[src/rtl/uart_rx_os.sv]
// Oversampling UART receiver: synchronises rx, finds start edges, majority-votes each bit
// around mid-bit, and hands completed frames to a one-entry valid/ready buffer with status flags.
module uart_rx_os #(
    parameter int unsigned DATA_BITS   = 8,
    parameter int unsigned PARITY      = 0,
    parameter int unsigned STOP_BITS   = 1,
    parameter int unsigned OVERSAMPLE  = 16,
    parameter int unsigned SYNC_STAGES = 2
) (
    input  logic                 clk,
    input  logic                 rst,
    input  logic                 os_tick,
    input  logic                 rx,
    output logic [DATA_BITS-1:0] m_data,
    output logic                 m_valid,
    input  logic                 m_ready,
    output logic                 parity_err,
    output logic                 frame_err,
    output logic                 break_det,
    output logic                 overrun,
    output logic                 busy
);

    localparam int unsigned     OsW      = $clog2(OVERSAMPLE);
    localparam logic [OsW-1:0]  OsLast   = OsW'(OVERSAMPLE - 1);
    localparam logic [OsW-1:0]  SmpA     = OsW'(OVERSAMPLE / 2 - 1);
    localparam logic [OsW-1:0]  SmpB     = OsW'(OVERSAMPLE / 2);
    localparam logic [OsW-1:0]  SmpC     = OsW'(OVERSAMPLE / 2 + 1);
    localparam logic [3:0]      DataLast = 4'(DATA_BITS - 1);
    localparam logic [3:0]      StopLast = 4'(STOP_BITS - 1);
    localparam logic            OddPar   = (PARITY == 1);

    typedef enum logic [2:0] {
        StIdle,
        StStart,
        StData,
        StParity,
        StStop
    } state_e;

    state_e                 state_q;
    logic [SYNC_STAGES-1:0] sync_q;
    logic                   rxs;
    logic                   rxs_prev_q;
    logic [OsW-1:0]         os_cnt_q;
    logic [3:0]             bit_cnt_q;
    logic                   smp_a_q;
    logic                   smp_b_q;
    logic [DATA_BITS-1:0]   shift_q;
    logic                   zero_q;
    logic                   par_err_q;

    logic                   decide;
    logic                   wrap;
    logic                   bit_val;
    logic                   stop_done;

    assign rxs     = sync_q[SYNC_STAGES-1];
    assign decide  = os_tick && (os_cnt_q == SmpC);
    assign wrap    = os_tick && (os_cnt_q == OsLast);
    // Third vote is the live sample taken on the deciding tick.
    assign bit_val = (smp_a_q & smp_b_q) | (smp_a_q & rxs) | (smp_b_q & rxs);
    // A low stop bit ends the frame at once; otherwise the last stop bit ends it.
    assign stop_done = (state_q == StStop) && decide && (!bit_val || (bit_cnt_q == StopLast));
    assign busy      = (state_q != StIdle);

    // rx synchroniser plus previous-value flop for start-edge detection; idles high.
    always_ff @(posedge clk or posedge rst) begin
        if (rst) begin
            sync_q     <= '1;
            rxs_prev_q <= 1'b1;
        end else begin
            sync_q     <= {sync_q[SYNC_STAGES-2:0], rx};
            rxs_prev_q <= rxs;
        end
    end

    // Frame FSM with oversample counter, bit sampling, data shift and parity/zero tracking.
    always_ff @(posedge clk or posedge rst) begin
        if (rst) begin
            state_q   <= StIdle;
            os_cnt_q  <= '0;
            bit_cnt_q <= '0;
            smp_a_q   <= 1'b0;
            smp_b_q   <= 1'b0;
            shift_q   <= '0;
            zero_q    <= 1'b1;
            par_err_q <= 1'b0;
        end else if (state_q == StIdle) begin
            // A break leaves rxs low, so no edge is seen until the line has returned high.
            if (rxs_prev_q && !rxs) begin
                state_q  <= StStart;
                os_cnt_q <= '0;
            end
        end else begin
            if (os_tick) begin
                os_cnt_q <= (os_cnt_q == OsLast) ? '0 : os_cnt_q + OsW'(1);
                if (os_cnt_q == SmpA) smp_a_q <= rxs;
                if (os_cnt_q == SmpB) smp_b_q <= rxs;
            end
            case (state_q)
                StStart: begin
                    if (decide && bit_val) begin
                        state_q <= StIdle;
                    end else if (wrap) begin
                        state_q   <= StData;
                        bit_cnt_q <= '0;
                        zero_q    <= 1'b1;
                        par_err_q <= 1'b0;
                    end
                end
                StData: begin
                    if (decide) begin
                        shift_q <= {bit_val, shift_q[DATA_BITS-1:1]};
                        zero_q  <= zero_q & ~bit_val;
                    end
                    if (wrap) begin
                        if (bit_cnt_q == DataLast) begin
                            bit_cnt_q <= '0;
                            state_q   <= (PARITY != 0) ? StParity : StStop;
                        end else begin
                            bit_cnt_q <= bit_cnt_q + 4'd1;
                        end
                    end
                end
                StParity: begin
                    if (decide) begin
                        par_err_q <= (^shift_q) ^ bit_val ^ OddPar;
                        zero_q    <= zero_q & ~bit_val;
                    end
                    if (wrap) begin
                        state_q <= StStop;
                    end
                end
                StStop: begin
                    if (stop_done) begin
                        state_q <= StIdle;
                    end else if (decide) begin
                        bit_cnt_q <= bit_cnt_q + 4'd1;
                    end
                end
                default: state_q <= StIdle;
            endcase
        end
    end

    // One-entry output buffer: load on completion if free or being drained, else flag overrun.
    always_ff @(posedge clk or posedge rst) begin
        if (rst) begin
            m_data     <= '0;
            m_valid    <= 1'b0;
            parity_err <= 1'b0;
            frame_err  <= 1'b0;
            break_det  <= 1'b0;
            overrun    <= 1'b0;
        end else begin
            overrun <= 1'b0;
            if (stop_done) begin
                if (!m_valid || m_ready) begin
                    m_data     <= shift_q;
                    m_valid    <= 1'b1;
                    parity_err <= par_err_q;
                    frame_err  <= ~bit_val;
                    break_det  <= ~bit_val & zero_q;
                end else begin
                    overrun <= 1'b1;
                end
            end else if (m_valid && m_ready) begin
                m_valid <= 1'b0;
            end
        end
    end

endmodule
[config.mk]
export PLATFORM = sky130hd
export DESIGN_NAME = uart_rx_os
export DESIGN_NICKNAME = d
export VERILOG_FILES = /design/src/rtl/uart_rx_os.sv
export SDC_FILE = /design/constraint.sdc
export NUM_CORES = 1
export LEC_CHECK = 0
export ABC_AREA = 1
export CAP_MARGIN = 20
export CELL_PAD_IN_SITES_DETAIL_PLACEMENT = 0
export CELL_PAD_IN_SITES_GLOBAL_PLACEMENT = 1
export CORE_MARGIN = 2
export CORE_UTILIZATION = 39
export CTS_CLUSTER_SIZE = 12
export DETAILED_ROUTE_END_ITERATION = 10
export PLACE_DENSITY = 0.73
export SETUP_SLACK_MARGIN = 0.02
export SYNTH_ARGS = -nofsm -noshare
export SYNTH_HDL_FRONTEND = slang
export SYNTH_SLANG_ARGS = --single-unit
[constraint.sdc]
create_clock -name clk -period 1.6 [get_ports clk]
set_input_delay 0.32 -clock clk [delete_from_list [all_inputs] [get_ports clk]]
set_output_delay 0.32 -clock clk [all_outputs]
set_load 0.01 [all_outputs]
==> flow_summary.toml, run 1 <==
[clock_tree]
cts.sinks = 39
cts_tree = "yes"
cts-root-buf = "clkbuf_8"
cts_buffers = 5
clk_latency_ps = 290
cts_max_level = 2
cts_hold_buf = 0
clock_path_buffers = 2
clk_pin_slew_worst_paths_ps = 80

[setup_path]
worstRegToRegCells = 10
crit_required_ps = 1780
critical_path_class = "reg -> reg"
worst_setup_path_start_kind = "flip-flop"
end_kind = "flip-flop"
reg2reg_from = "os_cnt_q[0]"
crit_path_cell_trace = "buf_6 > ha_4 > nand3_2 > nor2_4 > nand3_4 > inv_4 > buf_4 > nor2_4 > nand2_1 > nand2_1"
crit_arrival_ps = 1700
cp_max_fo = 4
critical_path.startpoint = "os_cnt_q[0]"
slowest_delay_ps = 390
worst_path_max_delay_cell = "dfrtp_1"

[placement]
port_buffers = 18
dp.final_hpwl_mm = 3.09
gp_congestion = 0.793
dpl-instance-area_mm2 = 0.00250

[synth]
yosysSeqAreaShare_pct = 46.1
yosysWarnings = 0
yosys-top-cells-area = "dfrtp_1, nand2_1, dfstp_2, inv_1, o21ai_2"
ys_types = 27
synth_area_per_cell_um2 = 8.22
ys_ff_latch = 39
synth_top_area_cell = "dfrtp_1"
synth_area_mm2 = 0.00213
yosysTopAreaCellShare_pct = 41.2
synth_cells = 259
syn_nets = 269

[floorplan]
start_util_pct = 41.1
die_area_mm2 = 0.00606
core_area_mm2 = 0.00517
die_w_um = 77.9
rows = 26
die_height_um = 77.9
io_pins = 19

[cells_and_area]
area_growth_pct = 30.1
final_common_cell = "nand2_1"
n_fill_cell = 477
postLayoutCellArea_mm2 = 0.00277
num-nets-final = 315
multi_input_area_mm2 = 0.00107
diodes = 0
ff_latch_area_um2 = 981
layout-drive-gt1-share_pct = 30.7
mostFrequentLayoutCells = "nand2_1, dfrtp_1, inv_1"

[pwr]
irDropWorstVdd_uv = 676
p_per_area_mw_per_mm2 = 1260
p_leak_nw = 1.35

[global_routing]
grt.total_usage_pct = 15.9
antenna_found_initial = 0
grt_pass1_vias = 1766
grt_overflow = 0
grt_start_max_net_pins = 40
grt_pass1_wl_mm = 7.76

[sta]
hold_viol_final = 0
max_freq_ghz = 0.656
setup_violations = 0
slew_viol_final = 0
min_period_ps = 1520
rsz0062_at_grt = "yes"
worst_clock_skew_ps = 7.61
tightest_slew_ps = 351
whs_ps = 357
period_share_pct = 95.2
relSlewSlack_pct = 76.6

[routing]
routedWlPerCell_um = 12.0
vias = 1780
initialDrtViolationCount = 66
drc = 0
firstDrtPassIters = 4
vias_per_cell = 4.73
wl_mm = 4.50
ant_nets = 0

[hold_path]
hold_depth = 0
min_from = "sync_q[0]"
min_path_type = "reg -> reg"

[flow_run]
cap_violations = 0

[status]
status = "finished clean"
==> cell usage after synthesis <==
cell	count
nand2_1	79
dfrtp_1	35
inv_1	27
nand3_1	18
o21ai_1	16
nor2_1	13
nand2_2	11
o21ai_2	11
inv_2	8
ha_1	5
nand4_1	5
a21oi_1	4
dfstp_2	4
nor2_4	3
buf_6	2
inv_4	2
nand2_4	2
nand3_2	2
nor2_2	2
xnor2_1	2
xor2_1	2
a21boi_0	1
buf_2	1
nand3_4	1
nand3b_1	1
nor3_4	1
o32ai_1	1
==> metal layers <==
metal  global-route usage (%)  routed length [µm]  vias up
li1                         -                   -      917
met1                     19.7                2090      837
met2                     27.8                2270       21
met3                     2.79                  89        5
met4                     5.71                  53        0
met5                        0                   0        -
==> stage by stage <==
stage               std cells  TNS [ps]  worst slack, ps  power, W  util (%)
finish                    376         0             76.0   0.00348      53.5
global route              376      -161            -70.9   0.00375      53.5
CTS                       369     -16.6            -16.6   0.00337      50.9
detailed placement        360     -4140             -191   0.00261      48.4
global placement          360     -3750             -178   0.00259      48.4
floorplan                 259         0             84.2   0.00213         -
==> worst paths after layout <==
| check | slack (ps) | end |
|---|---|---|
| max reg2reg | 80 | bit_cnt_q[1] |
| min reg2reg | 360 | sync_q[1] |
| max | 80 | bit_cnt_q[1] |
| max in group asynchronous | 960 | zero_q |
| min | 360 | sync_q[1] |
| min in group asynchronous | 390 | frame_err |
==> flip-flops by register name, indices dropped and copies added, names as in the netlist <==
| name | cells |
|---|---|
| parity_err | 1 |
| rxs_prev_q | 1 |
| m_valid | 1 |
| shift_q | 8 |
| smp_a_q | 1 |
| par_err_q | 1 |
| zero_q | 1 |
| sync_q | 2 |
| frame_err | 1 |
| os_cnt_q | 4 |
| break_det | 1 |
| state_q | 3 |
| overrun | 1 |
| smp_b_q | 1 |
| bit_cnt_q | 4 |
| m_data | 8 |
==> kinds of logic (layout without fill, tap and decap cells) <==
family                     after synthesis  after routing  share of synthesized area, %
and+or+nand+nor                        138            139                          31.3
buffers and inverters                   40             86                          8.05
DFF                                     39             39                          46.1
AOI/OAI and AO/OA                       33             33                          9.99
adders and majority gates                5              5                          2.94
xor gates and xnor gates                 4              4                          1.65
==> power breakdown <==
group	leakage, nW	switching (W)	internal [W]	total (W)
clock	0.0482	0.000339	0.000348	0.000687
combinational	0.784	0.000871	0.000670	0.00154
sequential	0.522	0.000126	0.00113	0.00126
total	1.35	0.00134	0.00215	0.00348
==> what timing repair did <==
| action | 4_1_cts | 5_1_grt |
|---|---|---|
| buffers inserted | 1 | 6 |
| gates cloned | 0 | 1 |
| resized for setup | 8 | 23 |
| endpoints found under the setup margin | 26 | 29 |
| pin swaps | 2 | 13 |
==> area by class of cell <==
| class | instances | area share [%] |
|---|---|---|
| multi-input cells | 181 | 38.8 |
| flip-flops and latches | 39 | 35.4 |
| well taps | 70 | 3.16 |
| repair buffers | 41 | 14.1 |
| inverters | 37 | 5.29 |
| clock inverters | 1 | 0.181 |
| clock buffers | 7 | 3.12 |
==> worst max-delay path: cells and delay by family, from the launching register on <==
| family | cells | cell delay (ps) |
|---|---|---|
| adders and majority gates | 1 | 140 |
| and+or+nand+nor | 6 | 490 |
| buffers and inverters | 3 | 380 |
| DFF | 1 | 390 |
(Power assumes the default switching activity.)
==> run 2, diff against run 1 <==
Settings changed: CORE_UTILIZATION 39 to 43, PLACE_DENSITY 0.73 to 0.76.
Clock period 1.6 ns to 1.7 ns, I/O delays scaled along.
==> run 2 against run 1 <==
Net effect: die area decreased by 8.8%; non-clock buffer count shrank 9; combinational power fell by 18%; critical endpoint unchanged; wire length down 7.9%; worst setup slack gained 53 ps; clock power increased by 34%; first-iteration DRC count up 11%.
==> flow_summary.toml, run 2 (synthesis results as in run 1) <==
[cells_and_area]
final_common_cell = "nand2_1"
area_growth_pct = 24.6
num-nets-final = 305
reg.largest.list = "m_data: 8 flops, shift_q: 8 flops"
mostFrequentLayoutCells = "nand2_1, dfrtp_1, inv_1"
final_cells = 363
layout-drive-gt1-share_pct = 26.0
postLayoutCellArea_mm2 = 0.00265
diodes = 0

[pwr]
irDropWorstVdd_uv = 708
switchingPower_w = 0.00122
p_clk_share_pct = 27.3
p_per_area_mw_per_mm2 = 1270
p_seq_share_pct = 35.4
total_power_w = 0.00337
p_comb_share_pct = 37.3
p_leak_nw = 1.27
power.internal_w = 0.00215
p_sw_share_pct = 36.2

[routing]
vias = 1686
wl_mm = 4.14
vias_per_cell = 4.64
routedWlPerCell_um = 11.4
drc = 0
initialDrtViolationCount = 73
firstDrtPassIters = 4
ant_nets = 0

[sta]
worst_clock_skew_ps = 6.73
hold_viol_final = 0
slew_viol_final = 0
tns_ps = 0
setup_violations = 0
period_share_pct = 92.4
tightest_slew_ps = 337
timing.final.ws_setup_ps = 129
relSlewSlack_pct = 77.5
max_freq_ghz = 0.637
rsz0062_at_grt = "no"
min_period_ps = 1570

[status]
status = "finished clean"

[placement]
dp.final_hpwl_mm = 3.03
dp.cells = 353
gp_congestion = 0.780
dpl-instance-area_mm2 = 0.00247
port_buffers = 18
dp_slack_ps = -72.3

[global_routing]
antenna_found_initial = 0
grt_overflow = 0
grt.met1_usage_pct = 21.0
grt_pass1_wl_mm = 6.91
grt_pass1_vias = 1554
grtUsageMet3_pct = 4.07
grt_busiest_layer = "met2"
grt.total_usage_pct = 16.7
grt_start_max_net_pins = 40
grt_util_met2_pct = 28.0

[setup_path]
crit_family = "simple AND/OR/NAND/NOR gates"
reg2reg_slack_ps = 130
end_kind = "flip-flop"
worst_path_max_delay_cell = "dfrtp_1"
cp_max_fo = 5
crit_required_ps = 1890
crit_arrival_ps = 1760
crit_path_cell_trace = "nor2_4 > buf_4 > buf_4 > nand2_4 > inv_4 > nand3_4 > buf_4 > nand4_1 > nand2_1 > nand2_1"
reg2reg_from = "state_q[1]"
cp.depth = 10
worst_setup_path_start_kind = "flip-flop"
slowest_delay_ps = 430
cp-endpoint = "bit_cnt_q[1]"
critical_path_class = "reg -> reg"
crit_path_frequent_cell = "buf_4"
r2r_end = "bit_cnt_q[1]"
critical_path.startpoint = "state_q[1]"
timing.critical_path.buf_inv = 4
worstRegToRegCells = 10

[floorplan]
die_area_mm2 = 0.00553
io_pins = 19
die_w_um = 74.4
core_area_mm2 = 0.00475
start_util_pct = 44.8
die_height_um = 74.4
rows = 25

[clock_tree]
cts_hold_buf = 0
cts-root-buf = "clkbuf_8"
clock_path_buffers = 2
cts_max_level = 2
cts_buffers = 5
clk_latency_ps = 290
clk_pin_slew_worst_paths_ps = 80
cts.sinks = 39
cts_tree = "yes"

[flow_run]
cap_violations = 0

[hold_path]
min_path_type = "reg -> reg"
[run 2: changes by cell type in the layout (fill, tap and decap cells not counted), moves of 2 or more]
cell	change
nand2_2	-4
clkdlybuf4s50_1	+2
nand2_1	+5
buf_4	-6
bufinv_16	+2
buf_6	-2
ha_1	+2
ha_2	-2
dlymetal6s2s_1	-2
[run 2: routing by layer]
metal	vias up	wire length, µm
met5	-	0
met4	0	59
met3	5	108
met2	18	1980
met1	777	2000
li1	886	-
[run 2: area by class of cell]
| type | count | area, µm² |
|---|---|---|
| Inverter | 37 | 144 |
| Fill cell | 464 | 2100 |
| Tap cell | 67 | 83.8 |
| Multi-Input combinational cell | 180 | 1010 |
| Clock inverter | 2 | 60.1 |
| Clock buffer | 6 | 72.6 |
| Timing Repair Buffer | 32 | 297 |
| Sequential cell | 39 | 982 |
[run 2: power groups by stage]
stage	Clock, W	Combinational (W)	Sequential, W
floorplan	0	0.000796	0.00121
global placement	0	0.00118	0.00119
detailed placement	0	0.00120	0.00120
CTS	0.000939	0.00120	0.00118
global route	0.000986	0.00142	0.00122
finish	0.000920	0.00126	0.00119
[run 2: timing repair]
action                     4_1_cts  5_1_grt
setup endpoints to repair        1       26
pin swaps                        0        6
gates resized for setup          2       13
buffers inserted                 0        2
[run 2: worst min-delay path by stage]
stage / start / cells after the start / slack, ps / endpoint
2_1_floorplan: rx / 0 / 340 / sync_q[0]
3_3_place_gp: sync_q[0] / 0 / 350 / sync_q[1]
3_5_place_dp: sync_q[0] / 0 / 360 / sync_q[1]
4_1_cts: sync_q[0] / 0 / 370 / sync_q[1]
5_1_grt: sync_q[0] / 0 / 380 / sync_q[1]
6_report: sync_q[0] / 0 / 360 / sync_q[1]
[run 2: worst reg2reg max path, delay by kind of cell (launching register included)]
family        cells  cell delay (ps)
simple gates      6              600
flops             1              430
buf+inv           4              430
[run 2: through the flow]
step | util, % | hold slack, ps
CTS | 54.8 | 369
detailed placement | 51.9 | 359
finish | 55.8 | 364
global route | 55.8 | 377
floorplan | - | 344
global placement | 51.9 | 347
